File: src/rtl/mem_wb_stage_pkg.sv
// Shared definitions for the MEM/WB stage: load-size codes, the jal link
// register and the packed control fields carried through the stage.
package mem_wb_stage_pkg;

    localparam logic [1:0] LS_BYTE = 2'b00;
    localparam logic [1:0] LS_HALF = 2'b01;
    localparam logic [1:0] LS_WORD = 2'b10;

    localparam int LINK_REG = 31;

    typedef struct packed {
        logic       valid;
        logic       regWrite;
        logic       memToReg;
        logic       jal;
        logic [1:0] loadSize;
        logic       loadUnsigned;
        logic [1:0] byteOffset;
    } stageCtrl_t;

endpackage

File: src/rtl/load_align.sv
// Little-endian load extraction: picks the byte or half lane addressed by
// the low address bits and sign- or zero-extends it to the datapath width.
// Word loads pass the memory word through untouched.
module load_align
    import mem_wb_stage_pkg::*;
#(
    parameter int DATA_W = 32
) (
    input  logic [DATA_W-1:0] MemData,
    input  logic [1:0]        LoadSize,
    input  logic              LoadUnsigned,
    input  logic [1:0]        ByteOffset,
    output logic [DATA_W-1:0] LoadData
);

    logic [7:0]  byteVal;
    logic [15:0] halfVal;
    logic        extBit;

    // Lane selection and extension; half loads ignore offset bit 0
    always_comb begin
        byteVal  = MemData[7:0];
        halfVal  = MemData[15:0];
        extBit   = 1'b0;
        LoadData = MemData;
        case (ByteOffset)
            2'd0:    byteVal = MemData[7:0];
            2'd1:    byteVal = MemData[15:8];
            2'd2:    byteVal = MemData[23:16];
            default: byteVal = MemData[31:24];
        endcase
        if (ByteOffset[1]) begin
            halfVal = MemData[31:16];
        end
        if (LoadSize == LS_BYTE) begin
            extBit   = LoadUnsigned ? 1'b0 : byteVal[7];
            LoadData = {{(DATA_W-8){extBit}}, byteVal};
        end else if (LoadSize == LS_HALF) begin
            extBit   = LoadUnsigned ? 1'b0 : halfVal[15];
            LoadData = {{(DATA_W-16){extBit}}, halfVal};
        end
    end

endmodule

File: src/rtl/mem_wb_stage.sv
// MEM/WB pipeline register and write-back selector feeding the register
// file, plus same-cycle bypass to decode (the register file writes on the
// clock edge, so decode would otherwise read a stale value).
// Optional retire counter output enabled by defining MEM_WB_RETIRE_CNT_EN.
module mem_wb_stage #(
    parameter int DATA_W   = 32,
    parameter int REG_AW   = 5,
    parameter int LINK_REG = mem_wb_stage_pkg::LINK_REG
) (
    input  logic              Clk,
    input  logic              Rst_n,
    input  logic              Stall,
    input  logic              Flush,
    input  logic              InValid,
    input  logic              InRegWrite,
    input  logic              InMemToReg,
    input  logic              InJal,
    input  logic [1:0]        InLoadSize,
    input  logic              InLoadUnsigned,
    input  logic [1:0]        InByteOffset,
    input  logic [REG_AW-1:0] InDestReg,
    input  logic [DATA_W-1:0] InAluResult,
    input  logic [DATA_W-1:0] InMemData,
    input  logic [DATA_W-1:0] InPcOut,
    input  logic [REG_AW-1:0] ReadReg1,
    input  logic [REG_AW-1:0] ReadReg2,
    output logic              RegWrite,
    output logic              Jal,
    output logic [REG_AW-1:0] WriteReg,
    output logic [DATA_W-1:0] WriteData,
    output logic [DATA_W-1:0] PcOut,
    output logic              Bypass1,
    output logic              Bypass2,
    output logic [DATA_W-1:0] BypassData1,
    output logic [DATA_W-1:0] BypassData2
`ifdef MEM_WB_RETIRE_CNT_EN
    ,
    output logic [DATA_W-1:0] RetireCount
`endif
);

    import mem_wb_stage_pkg::*;

    localparam logic [REG_AW-1:0] linkAddr = REG_AW'(LINK_REG);

    stageCtrl_t        ctrlQ;
    logic [REG_AW-1:0] destQ;
    logic [DATA_W-1:0] aluQ;
    logic [DATA_W-1:0] memQ;
    logic [DATA_W-1:0] pcQ;
    logic [DATA_W-1:0] loadWord;
    logic [DATA_W-1:0] linkValue;

    // Stage register: flush beats stall beats a fresh capture
    always_ff @(posedge Clk or negedge Rst_n) begin
        if (!Rst_n) begin
            ctrlQ <= '0;
            destQ <= '0;
            aluQ  <= '0;
            memQ  <= '0;
            pcQ   <= '0;
        end else if (Flush) begin
            ctrlQ.valid <= 1'b0;
        end else if (!Stall) begin
            ctrlQ.valid        <= InValid;
            ctrlQ.regWrite     <= InRegWrite;
            ctrlQ.memToReg     <= InMemToReg;
            ctrlQ.jal          <= InJal;
            ctrlQ.loadSize     <= InLoadSize;
            ctrlQ.loadUnsigned <= InLoadUnsigned;
            ctrlQ.byteOffset   <= InByteOffset;
            destQ              <= InDestReg;
            aluQ               <= InAluResult;
            memQ               <= InMemData;
            pcQ                <= InPcOut;
        end
    end

    load_align #(
        .DATA_W(DATA_W)
    ) uLoadAlign (
        .MemData     (memQ),
        .LoadSize    (ctrlQ.loadSize),
        .LoadUnsigned(ctrlQ.loadUnsigned),
        .ByteOffset  (ctrlQ.byteOffset),
        .LoadData    (loadWord)
    );

    // Jal suppresses RegWrite so the link register is never written twice
    assign Jal       = ctrlQ.valid & ctrlQ.jal;
    assign RegWrite  = ctrlQ.valid & ctrlQ.regWrite & ~ctrlQ.jal & (destQ != '0);
    assign WriteReg  = destQ;
    assign WriteData = ctrlQ.memToReg ? loadWord : aluQ;
    assign PcOut     = pcQ;
    assign linkValue = pcQ + DATA_W'(1);

    // Forward the value being written this cycle to both decode read ports
    always_comb begin
        Bypass1     = 1'b0;
        Bypass2     = 1'b0;
        BypassData1 = '0;
        BypassData2 = '0;
        if (ReadReg1 != '0) begin
            if (RegWrite && (WriteReg == ReadReg1)) begin
                Bypass1     = 1'b1;
                BypassData1 = WriteData;
            end else if (Jal && (ReadReg1 == linkAddr)) begin
                Bypass1     = 1'b1;
                BypassData1 = linkValue;
            end
        end
        if (ReadReg2 != '0) begin
            if (RegWrite && (WriteReg == ReadReg2)) begin
                Bypass2     = 1'b1;
                BypassData2 = WriteData;
            end else if (Jal && (ReadReg2 == linkAddr)) begin
                Bypass2     = 1'b1;
                BypassData2 = linkValue;
            end
        end
    end

`ifdef MEM_WB_RETIRE_CNT_EN
    // Count each valid instruction as it leaves the stage; wraps naturally
    always_ff @(posedge Clk or negedge Rst_n) begin
        if (!Rst_n) begin
            RetireCount <= '0;
        end else if (ctrlQ.valid && !Stall && !Flush) begin
            RetireCount <= RetireCount + DATA_W'(1);
        end
    end
`endif

endmodule

File: config.mk
export PLATFORM = sky130hd
export DESIGN_NAME = mem_wb_stage
export DESIGN_NICKNAME = d
export VERILOG_FILES = /design/src/rtl/mem_wb_stage_pkg.sv /design/src/rtl/load_align.sv /design/src/rtl/mem_wb_stage.sv
export SDC_FILE = /design/constraint.sdc
export NUM_CORES = 1
export LEC_CHECK = 0
export ABC_AREA = 1
export BUFFER_PORTS_ARGS = -buffer_cell sky130_fd_sc_hd__buf_2
export CORE_MARGIN = 2
export CORE_UTILIZATION = 50
export DETAILED_ROUTE_END_ITERATION = 8
export HOLD_SLACK_MARGIN = 0.05
export PLACE_DENSITY = 0.79
export SLEW_MARGIN = 20
export SYNTH_ARGS = -nofsm -noshare
export SYNTH_HDL_FRONTEND = slang
export SYNTH_SLANG_ARGS = --single-unit
File: constraint.sdc
create_clock -name Clk -period 2.08 [get_ports Clk]
set_input_delay 0.312 -clock Clk [delete_from_list [all_inputs] [get_ports Clk]]
set_output_delay 0.312 -clock Clk [all_outputs]
set_load 0.1 [all_outputs]
==> out/results.ini, run 1 <==
[run_status]
status = did not finish
haltStage = global routing
tool.error = [ERROR GRT-0232] Routing congestion too high. Check the congestion heatmap in the GUI.

[sta]
crit_endpoint = BypassData2[5]
worstEndpointType = top-level output

[yosys]
synth_adder_area_share = 0.001619
ys_seq_area_frac = 0.3562
synth_simple_gate_area_frac = 0.3559
ys_warn_count = 0
synth_top_family_by_area = simple AND/OR/NAND/NOR gates
synth_xor_area_frac = 0.02380
avgSynthCellArea_um2 = 6.955
syn-num-nets = 1236
synth_seq_cells = 110
synthMuxAreaShare = 0.09764
synth_cell_types = 34
synth_area_um2 = 7727
synth-compound-area-share = 0.07691
synthCells = 1111

[place]
port_buffers = 260
hpwl_um = 25410
gp_congestion = 1.076
placed_area_um2 = 11790

[clocking]
cts.htree.levels = 3
cts_inserted_buffers = 9
clockBufferDepth = 2
cts-root-buf = clkbuf_16
cts.sink_count = 110

[floorplan]
row_count = 45
ios = 261
start_util = 0.5102
dieWidth_um = 128.3
die_h_um = 128.3

[grt]
grt_max_degree = 111
grt_util_all_layers = 0.7898
grt_remaining_overflow = 26
antenna_found_initial = 2

## timing repair
| action | 4_1_cts |
|---|---|
| endpoints found under the hold margin | 32 |
| gates cloned | 5 |
| buffers inserted | 17 |
| pin swaps | 54 |
| endpoints found under the setup margin | 99 |
| gates resized for setup | 274 |
| hold buffers | 1 |
## stage by stage
stage	util	hold WS (ns)	worst slack, ns	std cells	TNS (ns)
after CTS	0.8796	0.1308	-0.4639	1649	-31.29
after detailed placement	0.7782	0.4386	-0.1494	1610	-1.183
after floorplan	-	0.01641	-0.7386	1111	-41.32
after global placement	0.7782	0.4315	-0.1123	1610	-0.2903
## cells in the mapped netlist
| master | count | area (um^2) |
|---|---|---|
| nand2_1 | 386 | 1449 |
| inv_2 | 4 | 15.01 |
| buf_8 | 1 | 15.01 |
| o211ai_1 | 1 | 7.510 |
| xor2_1 | 10 | 87.58 |
| o211ai_2 | 2 | 25.02 |
| o22ai_2 | 4 | 50.05 |
| nand3_1 | 115 | 575.6 |
| o21ai_0 | 87 | 435.4 |
| xnor2_1 | 11 | 96.34 |
| clkinv_1 | 1 | 3.750 |
| buf_6 | 7 | 78.83 |
| dfrtp_1 | 110 | 2753 |
| a211oi_1 | 1 | 7.510 |
| buf_4 | 1 | 7.510 |
| mux2_2 | 67 | 754.5 |
| nor2_8 | 1 | 20.02 |
| a21oi_1 | 11 | 55.05 |
| o21ai_2 | 1 | 8.760 |
| nand4_1 | 1 | 6.260 |
| buf_1 | 7 | 26.28 |
| nor3_4 | 1 | 16.27 |
| ha_1 | 1 | 12.51 |
| nand3_2 | 4 | 40.04 |
| inv_1 | 103 | 386.6 |
| o21ai_1 | 1 | 5.000 |
| nand2_4 | 3 | 33.78 |
| clkbuf_1 | 11 | 41.29 |
| buf_2 | 21 | 105.1 |
| nand2_2 | 11 | 68.82 |
| nor2_4 | 6 | 67.56 |
| nor3_2 | 2 | 20.02 |
| nor2_1 | 114 | 427.9 |
| nor2_2 | 4 | 25.02 |
## metal layers
layer	GRT overflow	track usage
met1	0	0.7845
met2	11	0.9359
met3	0	0.6498
met4	15	0.8306
met5	0	0.2765
## kinds of logic after synthesis
logic type / Yosys count
AOI/OAI and AO/OA: 108
xor gates and xnor gates: 21
adders and majority gates: 1
buffers and inverters: 156
DFF: 110
muxes: 67
and+or+nand+nor: 648
==> run 2: changes to the inputs <==
--- a/config.mk
+++ b/config.mk
@@ -8,10 +8,9 @@
 export ABC_AREA = 1
 export BUFFER_PORTS_ARGS = -buffer_cell sky130_fd_sc_hd__buf_2
 export CORE_MARGIN = 2
-export CORE_UTILIZATION = 50
+export CORE_UTILIZATION = 35
 export DETAILED_ROUTE_END_ITERATION = 8
-export HOLD_SLACK_MARGIN = 0.05
-export PLACE_DENSITY = 0.79
+export PLACE_DENSITY_LB_ADDON = 0.15
 export SLEW_MARGIN = 20
 export SYNTH_ARGS = -nofsm -noshare
 export SYNTH_HDL_FRONTEND = slang
==> run 2 against run 1 <==
  * The flow now finishes, with violations (negative setup slack)
  * Synthesized cell count unchanged
  * Area after synthesis unchanged
==> out/results.ini, run 2 <==
[yosys]
synth_adder_area_share = 0.001619  ; unchanged
synth_area_um2 = 7727  ; unchanged
async_flop_share = 1.000  ; unchanged
synth-compound-area-share = 0.07691  ; unchanged
synth_cell_types = 34  ; unchanged
post-synth-top-area-cell = dfrtp_1
synthTopCellsByArea = dfrtp_1 36%, nand2_1 19%, mux2_2 9.8%, nand3_1 7.4%, o21ai_0 5.6%
synth_top_family_by_area = simple AND/OR/NAND/NOR gates
syn-num-nets = 1236  ; unchanged
avgSynthCellArea_um2 = 6.955  ; unchanged
synthCells = 1111  ; unchanged
yosysMostFrequentCell = nand2_1
ys_seq_area_frac = 0.3562  ; unchanged
synth_edf_count = 0  ; unchanged
synth_flop_cell = dfrtp_1
synth_seq_cells = 110  ; unchanged
synth_xor_area_frac = 0.02380  ; unchanged
synthMuxAreaShare = 0.09764  ; unchanged
synth_simple_gate_area_frac = 0.3559  ; unchanged
ys_warn_count = 0  ; unchanged
ys_top_cells_by_count = 386 x nand2_1, 115 x nand3_1, 114 x nor2_1, 110 x dfrtp_1, 103 x inv_1
synth_top_area_share = 0.3562  ; unchanged

[clocking]
cts_inserted_buffers = 9  ; unchanged
clockBufferDepth = 2  ; unchanged
cts.sink_count = 110  ; unchanged
clkTransAtPathRegs_ns = 0.08
cts_tree = yes
cts.htree.levels = 3  ; unchanged
worstSkewPairLatency_ns = 0.36
cts-root-buf = clkbuf_16

[grt]
antenna_found_initial = 0
grt_util_all_layers = 0.2763
grt_pass1_wl_um = 50250
grt_remaining_overflow = 0
grt_max_degree = 45
grt_pass1_vias = 8929

[floorplan]
dieWidth_um = 152.6  ; +19%
ios = 261  ; unchanged
coreArea_um2 = 21760
row_count = 54  ; +20%
start_util = 0.3552  ; -0.1550
die_h_um = 152.6  ; +19%
dieArea_um2 = 23280

[sta]
finalHoldViolCount = 0
period_minus_slack_ns = 2.602
slew_viol_final = 0
fmax_mhz = 384.3
max_slew.worst_pin.slew_ns = 0.4990
clock_skew_ns = 0
setup_viol = 99
rsz0062_at_grt = yes
maxSlewHeadroom = 0.6673
fin_crit_sh = 1.251
worst_slack_ns = -0.5223

[route]
wirelength_um = 32990
drtPass1Iterations = 5
vias_per_cell = 5.021
ant_nets = 0
drc = 0
wl_met3_um = 1964
wl_per_cell_um = 18.44
wl_met2_um = 15810
highest_layer = met4
wl_met1_um = 14110
vias = 8982
initialDrtViolationCount = 691

[final_layout]
final_cell_mix = 286 x nand2_1, 160 x buf_2, 111 x buf_12, 101 x buf_4, 91 x inv_1
finalNonFillerCells = 1789
post-route-util = 0.6420
drive_gt1_frac = 0.5308
finish.net_count = 1629
syn_to_final_growth_pct = 80.75
diodes = 0
final_common_cell = nand2_1

[worst_setup_path]
critPathCaptureType = output pin
crit_chain = xnor2_1 > nand2_1 > nor2_1 > nand2_4 > buf_12 > buf_4 > nand2_1 > nand2_1 > inv_1 > buf_12
crit_path_top_delay_cell = dfrtp_4
cp_num_buf_inv = 4
cp_slowest_stage_delay_ns = 0.52
cp-start-kind = flip-flop
crit_family = simple AND/OR/NAND/NOR gates
cp_common_cell = nand2_1
cp_max_fo = 13
worstPathArrival_ns = 2.29
cp.required_ns = 1.77
path_class = reg2out

[power_and_ir_drop]
leakage_nw = 6.630
p_per_area_nw_per_um2 = 755.6
vdd.ir_drop.worst_mv = 0.7128

[place]
dpl.cell_count = 1736  ; +7.8%
gp_congestion = 0.9319  ; -13%
port_buffers = 260  ; unchanged
hpwl_um = 25920  ; +2.0%

[run_status]
violations = negative setup slack
status = finished with violations

[flow_run]
maxCapViolCount = 0

[hold_path]
hp-class = in2reg

## run 2: worst paths after layout
check	startpoint	end	slack, ns	depth (start not counted)
min	Flush	ctrlQ[8]$_DFFE_PN0P_	0.14	2
max	WriteReg[3]$_DFFE_PN0P_	BypassData1[22]	-0.52	10
min in group asynchronous	Rst_n	PcOut[2]$_DFFE_PN0P_	0.45	2
max reg2reg	ctrlQ[6]$_DFFE_PN0P_	ctrlQ[6]$_DFFE_PN0P_	1.05	3
min reg2reg	aluQ[8]$_DFFE_PN0P_	aluQ[8]$_DFFE_PN0P_	0.51	1
max in group asynchronous	Rst_n	ctrlQ[1]$_DFFE_PN0P_	0.99	3
## run 2: where the power goes
| group | total (mW) | switching [mW] | internal (mW) |
|---|---|---|---|
| sequential | 2.82 | 0.349 | 2.47 |
| combinational | 5.97 | 3.89 | 2.08 |
| clock | 1.77 | 0.918 | 0.852 |
| total | 10.6 | 5.16 | 5.40 |
## run 2: cell families after synthesis
| logic type | Yosys count |
|---|---|
| AND/OR/NAND/NOR | 648 |
| buffers and inverters | 156 |
| flip-flops | 110 |
| AO/OA/AOI/OAI | 108 |
| multiplexers | 67 |
| XOR/XNOR | 21 |
| adder cells (fa/ha/maj) | 1 |
## run 2: per-layer routing
layer / track usage / vias up
met2: 0.4630 / 357
met4: 0.09788 / 0
met5: 0 / -
met1: 0.3642 / 4228
li1: - / 4333
met3: 0.04067 / 64
## run 2: final cells by class
type                       count  area (um^2)
clock inverter                 6        65.06
inverter                     108        417.9
clock buffer                  10        229.0
tap                          280        350.3
timing repair buffer         428         4438
multi-input combinational    847         5643
fill                        1876         7789
sequential                   110         2824
## run 2: timing repair
action / CTS / global route
hold endpoints to repair: 32 / 0
gates cloned: 4 / 1
setup endpoints to repair: 99 / 99
hold buffers: 1 / 0
buffers inserted: 23 / 14
pin swaps: 42 / 37
gates resized for setup: 221 / 92
## run 2: metrics by stage
step	TNS [ns]	hold slack, ns	total power [mW]	area (um^2)	setup slack, ns
final	-36.29	0.1405	10.55	13970	-0.5223
after detailed placement	-2.776	0.3069	7.923	12180	-0.1418
after CTS	-34.59	0.1330	10.33	13580	-0.4824
after global routing	-44.42	0.1487	10.95	13970	-0.6429
after floorplan	-41.32	0.01641	6.040	8264	-0.7386
after global placement	-2.011	0.3086	7.893	12180	-0.1169
## run 2: worst register-to-register path, stage by stage, from the launching register on
cell and delay [ns]:
dfrtp_1 0.42, inv_1 0.11, buf_4 0.26, o21ai_0 0.13
(Power assumes the default switching activity.)
